## src/rtl/opcode_key_driver.sv

```systemverilog
// Converts a 4-bit ALU opcode request into a timed active-high key press followed by a release gap.
// Optional echo check of opcode_fb against the captured opcode is compiled in with OPKEY_ECHO_CHECK_EN.
module opcode_key_driver #(
  parameter int PRESS_CYCLES = 4,
  parameter int GAP_CYCLES   = 2
) (
  input  logic       clk,
  input  logic       rst_n,
  input  logic       req_valid,
  input  logic [3:0] req_opcode,
`ifdef OPKEY_ECHO_CHECK_EN
  input  logic [3:0] opcode_fb,
  output logic       mismatch,
`endif
  output logic       req_ready,
  output logic [3:0] key,
  output logic       busy,
  output logic       done,
  output logic       err
);

  typedef enum logic [1:0] {IDLE, PRESS, GAP} state_t;

  localparam logic [7:0] PRESS_LOAD = 8'(PRESS_CYCLES - 1);
  localparam logic [7:0] GAP_LOAD   = 8'(GAP_CYCLES - 1);

  state_t     state;
  logic [7:0] cnt;
  logic       ready_q;
  logic       accept;
  logic       legal;
  logic [3:0] pattern;
`ifdef OPKEY_ECHO_CHECK_EN
  logic [3:0] op_q;
`endif

  // Returns {legal, key pattern}; opcodes 10..15 map to an illegal, empty pattern.
  function automatic logic [4:0] map_key(input logic [3:0] op);
    case (op)
      4'd0:    map_key = 5'b1_0001;
      4'd1:    map_key = 5'b1_0010;
      4'd2:    map_key = 5'b1_0100;
      4'd3:    map_key = 5'b1_1000;
      4'd4:    map_key = 5'b1_0101;
      4'd5:    map_key = 5'b1_0011;
      4'd6:    map_key = 5'b1_0110;
      4'd7:    map_key = 5'b1_1100;
      4'd8:    map_key = 5'b1_0111;
      4'd9:    map_key = 5'b1_1110;
      default: map_key = 5'b0_0000;
    endcase
  endfunction

  // NOTE: every output of this block is assigned on every path, so no latch can be inferred.
  always_comb begin
    accept           = req_valid & ready_q;
    {legal, pattern} = map_key(req_opcode);
  end

  // NOTE: the single clocked process uses <= only; all flops (no memories here) are reset so outputs are defined.
  always_ff @(posedge clk or negedge rst_n) begin
    if (!rst_n) begin
      state   <= IDLE;
      cnt     <= 8'd0;
      key     <= 4'b0000;
      done    <= 1'b0;
      err     <= 1'b0;
      ready_q <= 1'b0;
`ifdef OPKEY_ECHO_CHECK_EN
      op_q     <= 4'd0;
      mismatch <= 1'b0;
`endif
    end else begin
      done <= 1'b0;
      err  <= 1'b0;
`ifdef OPKEY_ECHO_CHECK_EN
      mismatch <= 1'b0;
`endif
      case (state)
        IDLE: begin
          ready_q <= 1'b1;
          if (accept) begin
            if (legal) begin
              state   <= PRESS;
              cnt     <= PRESS_LOAD;
              key     <= pattern;
              ready_q <= 1'b0;
`ifdef OPKEY_ECHO_CHECK_EN
              op_q    <= req_opcode;
`endif
            end else begin
              err <= 1'b1;
            end
          end
        end
        PRESS: begin
          if (cnt == 8'd0) begin
            state <= GAP;
            cnt   <= GAP_LOAD;
            key   <= 4'b0000;
`ifdef OPKEY_ECHO_CHECK_EN
            mismatch <= (opcode_fb != op_q);
`endif
          end else begin
            cnt <= cnt - 8'd1;
          end
        end
        GAP: begin
          if (cnt == 8'd0) begin
            state   <= IDLE;
            done    <= 1'b1;
            ready_q <= 1'b1;
          end else begin
            cnt <= cnt - 8'd1;
          end
        end
        default: begin
          state   <= IDLE;
          cnt     <= 8'd0;
          key     <= 4'b0000;
          ready_q <= 1'b0;
        end
      endcase
    end
  end

  assign req_ready = ready_q;
  assign busy      = (state != IDLE);

endmodule

```

## config.mk

```make
export PLATFORM = sky130hd
export DESIGN_NAME = opcode_key_driver
export DESIGN_NICKNAME = d
export VERILOG_FILES = /design/src/rtl/opcode_key_driver.sv
export SDC_FILE = /design/constraint.sdc
export NUM_CORES = 1
export LEC_CHECK = 0
export ABC_AREA = 1
export BUFFER_PORTS_ARGS = -buffer_cell sky130_fd_sc_hd__buf_2
export CAP_MARGIN = 20
export CORE_MARGIN = 2
export CORE_UTILIZATION = 56
export DETAILED_ROUTE_END_ITERATION = 8
export GPL_ROUTABILITY_DRIVEN = 0
export PLACE_DENSITY = 0.75
export RECOVER_POWER = 50
export SYNTH_ARGS = -nofsm -noshare
export SYNTH_HDL_FRONTEND = slang
export SYNTH_SLANG_ARGS = --single-unit
```

## constraint.sdc

```tcl
create_clock -name clk -period 1.7 [get_ports clk]
set_clock_uncertainty 0.2 [all_clocks]
set_input_delay 0 -clock clk [delete_from_list [all_inputs] [get_ports clk]]
set_output_delay 0 -clock clk [all_outputs]
set_load 0.02 [all_outputs]
```

==> results.toml, run 1 <==
[run_status]
status = "completed"

[detailed_routing]
via_per_inst = 5.028
num_vias = 1091
antenna_left = 0
drc = 0
wl_um = 2631
drt-wirelength-per-cell_um = 12.12
drt-initial-drc-count = 37
first_pass_iters = 4

[synth]
syn_avg_cell_area_um2 = 7.445
yosys.area.top_type_share_pct = 35.49
ys_types = 21
synth_top_cell_by_area = "dfrtp_1"
seq_area_frac_synth_pct = 35.49
yosys-top-cells-area = "dfrtp_1 (35%), nand2_1 (15%), ha_1 (7.3%)"
synthCells = 161
synthesis.area_um2 = 1199
synth_seq_cells = 17
synth_nets = 175
yosys_warnings = 0

[grt]
grt_max_degree = 18
grt_antenna_before_repair = 0
grt_pass1_wl_um = 4257
grt_pass1_vias = 956
grtUsageTotal_pct = 22.14
grt.overflow.total = 0

[die]
start_util_pct = 60.48
row_count = 16
die_w_um = 50.27
dieArea_um2 = 2527
coreArea_um2 = 1982
die_h_um = 50.27
ioPinCount = 15

[setup_path]
critPathArrivalTime_ns = 1.66
endpoint_kind = "flop"
start_kind = "flop"
cp_max_fo = 9
crit_chain = "inv_2 -> ha_4 -> nand3_2 -> nor2_4 -> nand2_4 -> nand2_8 -> inv_6 -> nand2_1 -> o21ai_2"
cpLargestDelayFamily = "simple AND/OR/NAND/NOR gates"
path_class = "reg -> reg"
cp.depth = 9
crit_required_ns = 1.70
cpPeakStageDelay_ns = 0.42
slowest_stage = "dfrtp_1"
ff2ff_path_depth = 9
critPathBufInv = 2

[placed_design]
placed_area_um2 = 1303
io_buffers = 14
hpwl_um = 1925
post-place-cells = 202

[clock_network]
cts_buffers = 3
clk_path_buf_depth = 2
cts_root_buf = "clkbuf_4"
cts.sinks = 17
clk_pin_slew_ns = 0.10
cts_tree = "yes"
clock_latency_ns = 0.30
cts_htree_levels = 1

[sta]
grt_setup_unrepaired = "true"
worstMarginPinSlew_ns = 0.4187
period_share_pct = 97.82
holdWs_ns = 0.01094
timing.fmax_mhz = 601.4
finalSetupViolCount = 0
fin_crit_ns = 1.663
hold_viol_final = 0
report.final.slew_viol_count = 0
timing.slew.headroom_pct = 72.09

[pwr]
p_per_area_nw_per_um2 = 469.5
peakVddDrop_uv = 440.2
p_leak_nw = 0.7271
p_total_mw = 0.6826

[finish]
final_nets = 205
diodes = 0
fill_cells = 145
design_area_um2 = 1454
area_growth_pct = 21.29
drive_gt1_share_pct = 25.26
final_cells = 217

[job]
drv_cap = 0

[hold_path]
hp-class = "in -> reg"
min_path_cells = 6
==> worst register-to-register path, delay by kind of cell (launching register included) <==
| family | cells | cell delay (ns) |
|---|---|---|
| AOI/OAI and AO/OA | 1 | 0.05 |
| and+or+nand+nor | 5 | 0.57 |
| adders and majority gates | 1 | 0.15 |
| buffers and inverters | 2 | 0.17 |
| DFF | 1 | 0.42 |
==> cell type report <==
type / instances / area [um2] / share of cell area [%]
clock buffer: 4 / 26.28 / 1.807
inverter: 25 / 101.3 / 6.971
multi-input combinational: 119 / 704.4 / 48.45
sequential: 17 / 426.7 / 29.35
tap: 27 / 33.78 / 2.324
timing repair buffer: 25 / 161.4 / 11.10
==> kinds of logic (layout without fill, tap and decap cells) <==
kind of cell,after synthesis,count (layout),synth area share (%)
compound gates,14,14,7.307
simple gates,97,97,40.92
xor+xnor,1,1,0.7308
buf+inv,25,54,8.246
flops,17,17,35.49
fa+ha+maj,7,7,7.307
==> final timing paths <==
kind,start,endpoint,slack (ns)
max,cnt[0]$_DFFE_PN0P_,cnt[3]$_DFFE_PN0P_,0.04
min,req_opcode[1],key[0]$_DFFE_PN0P_,0.01
max reg2reg,cnt[0]$_DFFE_PN0P_,cnt[3]$_DFFE_PN0P_,0.04
min reg2reg,key[3]$_DFFE_PN0P_,key[3]$_DFFE_PN0P_,0.30
max in group asynchronous,rst_n,cnt[3]$_DFFE_PN0P_,0.49
min in group asynchronous,rst_n,cnt[5]$_DFFE_PN0P_,0.49
==> synthesized netlist by cell type, drive strengths merged <==
| cell type | count |
|---|---|
| a211oi | 1 |
| a21oi | 2 |
| dfrtp | 17 |
| ha | 7 |
| inv | 25 |
| nand2 | 56 |
| nand3 | 16 |
| nand3b | 1 |
| nand4 | 4 |
| nor2 | 19 |
| nor3 | 1 |
| o21ai | 11 |
| xor2 | 1 |
==> repair_timing <==
item | 4_1_cts | 5_1_grt
endpoints found under the hold margin | 23 | 17
hold buffers | 7 | 1
endpoints found under the setup margin | 4 | 13
gates resized for setup | 0 | 15
pin swaps | 1 | 5
buffers inserted | 0 | 5
==> per-layer routing <==
| metal | GRT usage, % | wire length (um) | up-vias |
|---|---|---|---|
| li1 | - | - | 566 |
| met1 | 31.75 | 1282 | 493 |
| met2 | 32.89 | 1185 | 27 |
| met3 | 4.167 | 123 | 5 |
| met4 | 8.333 | 40 | 0 |
| met5 | 0 | 0 | - |
==> cell usage in the layout, fill, tap and decap left out, types with 2 or more instances in the layout <==
master	instances
a21oi_1	2
nor2_2	2
dlygate4sd3_1	6
clkbuf_1	8
nand2_4	2
nor2_4	5
inv_2	6
nand2_2	6
o21ai_2	4
dfrtp_1	16
inv_1	17
ha_1	5
nor2_1	12
nand3_1	14
buf_4	6
buf_2	5
o21ai_0	6
nand4_1	4
clkbuf_4	3
nand2_1	47
==> registers in the layout, indices dropped and copies added, names as in the netlist <==
register and cells:
state 2, key 4, cnt 8, err 1, req_ready 1, done 1
==> report_power, final <==
part	internal (mW)	switching (mW)	total [mW]
combinational	0.0230	0.0301	0.0531
clock	0.0915	0.134	0.225
sequential	0.404	0	0.404
==> per-stage QoR <==
stage                      TNS (ns)  setup WS (ns)  util [%]
final                             0        0.03711     73.36
after global placement            0        0.03206     65.72
after CTS                         0       0.006465     70.58
after detailed placement  -0.003077      -0.003077     65.72
after global routing        -0.1185       -0.03745     73.36
after floorplan                   0         0.1308         -
(Power assumes the default switching activity.)
==> run 2: changes to the inputs <==
--- a/config.mk
+++ b/config.mk
@@ -9,10 +9,10 @@
 export BUFFER_PORTS_ARGS = -buffer_cell sky130_fd_sc_hd__buf_2
 export CAP_MARGIN = 20
 export CORE_MARGIN = 2
-export CORE_UTILIZATION = 56
+export CORE_UTILIZATION = 55
 export DETAILED_ROUTE_END_ITERATION = 8
 export GPL_ROUTABILITY_DRIVEN = 0
-export PLACE_DENSITY = 0.75
+export PLACE_DENSITY = 0.74
 export RECOVER_POWER = 50
 export SYNTH_ARGS = -nofsm -noshare
 export SYNTH_HDL_FRONTEND = slang
==> results.toml, run 2 (synthesized netlist as in run 1, its figures left out) <==
[setup_path]
cp_max_fo = 6
slowest_stage = "dfrtp_1"
critPathArrivalTime_ns = 1.65
reg2reg_slack_ns = 0.03
cpLargestDelayFamily = "simple AND/OR/NAND/NOR gates"
ff2ff_path_depth = 10
path_class = "reg -> reg"
endpoint_kind = "flop"
crit_required_ns = 1.69
start_kind = "flop"
r2r_start = "cnt[0]$_DFFE_PN0P_"
reg2reg_to = "cnt[1]$_DFFE_PN0P_"
crit_chain = "inv_2 -> ha_4 -> inv_1 -> nor2_2 -> nand2_4 -> buf_4 -> nand3_1 -> nand3_1 -> nand2_1 -> nand2_1"
critPathBufInv = 3
cpPeakStageDelay_ns = 0.42

[placed_design]
hpwl_um = 1929
pre_cts_ws_ns = -0.008522
io_buffers = 14
post-place-cells = 202

[sta]
holdWs_ns = 0.05319
worstMarginPinSlew_ns = 0.4310
timing.slew.headroom_pct = 71.27
report.final.slew_viol_count = 0
timing.fmax_mhz = 600.4
fin_crit_ns = 1.665
setup_slack_ns = 0.03455
period_share_pct = 97.97
hold_viol_final = 0
finalSetupViolCount = 0

[finish]
area_growth_pct = 24.53
top_regs = "cnt x8, key x4, state x2"
top_register = "cnt"
final_nets = 208
fill_cells = 161
layout_commonest_cell = "nand2_1"
multi_input_area_um2 = 716.9
final-seq-area_um2 = 425.4
drive_gt1_share_pct = 24.35
layout_common_cells = "nand2_1 (49), inv_1 (18), dfrtp_1 (17), nand3_1 (14), nor2_1 (11)"
final_cells = 220
diodes = 0
largest_register_ffs = 8

[clock_network]
cts_tree = "yes"
cts.sinks = 17
clk_pin_slew_ns = 0.12
cts_buffers = 3
cts_htree_levels = 1
cts_root_buf = "clkbuf_4"
clk_path_buf_depth = 2
clock_latency_ns = 0.30

[hold_path]
hp-class = "in -> reg"
min_from = "req_opcode[0]"
holdPathEnd = "key[2]$_DFFE_PN0P_"
min_path_cells = 7

[pwr]
peakVddDrop_uv = 434.8
p_total_mw = 0.6905
p_leak_nw = 0.7712
p_per_area_nw_per_um2 = 462.6

[grt]
grt_max_degree = 18
use_met1_pct = 28.41
grt_busiest_layer = "met2"
use_met2_pct = 41.45
grt.overflow.total = 0
grt_pass1_vias = 1035
grt_pass1_wl_um = 4450
grt_antenna_before_repair = 0
grtUsageTotal_pct = 22.98
use_met3_pct = 3.274

[die]
coreArea_um2 = 2002
start_util_pct = 59.88
ioPinCount = 15
dieArea_um2 = 2569
row_count = 16
die_h_um = 50.69
die_w_um = 50.69

[detailed_routing]
num_vias = 1163
drt-initial-drc-count = 28
drc = 0
via_per_inst = 5.286
first_pass_iters = 4
drt-wirelength-per-cell_um = 12.41
antenna_left = 0
wl_um = 2730

[job]
drv_cap = 0

[run_status]
status = "completed"
[run 2: timing repair]
item | in CTS | in global routing
setup endpoints to repair | 8 | 29
pin swaps | 2 | 4
hold buffers | 6 | 2
buffers inserted | 1 | 6
resized for setup | 1 | 13
hold endpoints to repair | 23 | 11
[run 2: power by group]
part	switching, mW	internal (mW)	total [mW]
clock	0.142	0.0876	0.229
combinational	0.0320	0.0252	0.0572
sequential	0	0.404	0.404
total	0.174	0.517	0.691
[run 2: layer usage]
metal | up-vias | share of wire [%]
li1 | 576 | -
met1 | 546 | 43
met2 | 35 | 50
met3 | 6 | 5.4
met4 | 0 | 2.1
met5 | - | 0
[run 2: final cells by class]
cell class	count	share of cell area (%)
clock buffers	3	1.509
clock inverters	1	0.3353
inverters	25	6.622
multi-input cells	119	48.03
flip-flops and latches	17	28.50
well taps	27	2.263
repair buffers	28	12.74
[run 2: stage by stage]
| step | util, % | setup TNS (ns) | instance area (um2) |
|---|---|---|---|
| CTS | 69.81 | 0 | 1398 |
| global placement | 65.06 | 0 | 1303 |
| floorplan | - | 0 | 1199 |
| global route | 74.56 | -0.05271 | 1493 |
| detailed placement | 65.06 | -0.009277 | 1303 |
| finish | 74.56 | 0 | 1493 |
[run 2: worst max-delay path by stage]
stage                                  start                 end  cells after the start
final                     cnt[0]$_DFFE_PN0P_  cnt[1]$_DFFE_PN0P_                     10
after detailed placement  cnt[0]$_DFFE_PN0P_  cnt[2]$_DFFE_PN0P_                      9
after global routing      cnt[0]$_DFFE_PN0P_  cnt[1]$_DFFE_PN0P_                     10
after global placement    cnt[0]$_DFFE_PN0P_  key[0]$_DFFE_PN0P_                      9
after floorplan           cnt[0]$_DFFE_PN0P_  cnt[3]$_DFFE_PN0P_                      9
after CTS                      req_opcode[1]  key[0]$_DFFE_PN0P_                      6
[run 2: worst min-delay path: cells and delay by family]
kind	cells	cell delay, ns
adders and majority gates	1	0.15
buffers and inverters	1	0.11
and+or+nand+nor	3	0.14
AOI/OAI and AO/OA	2	0.13
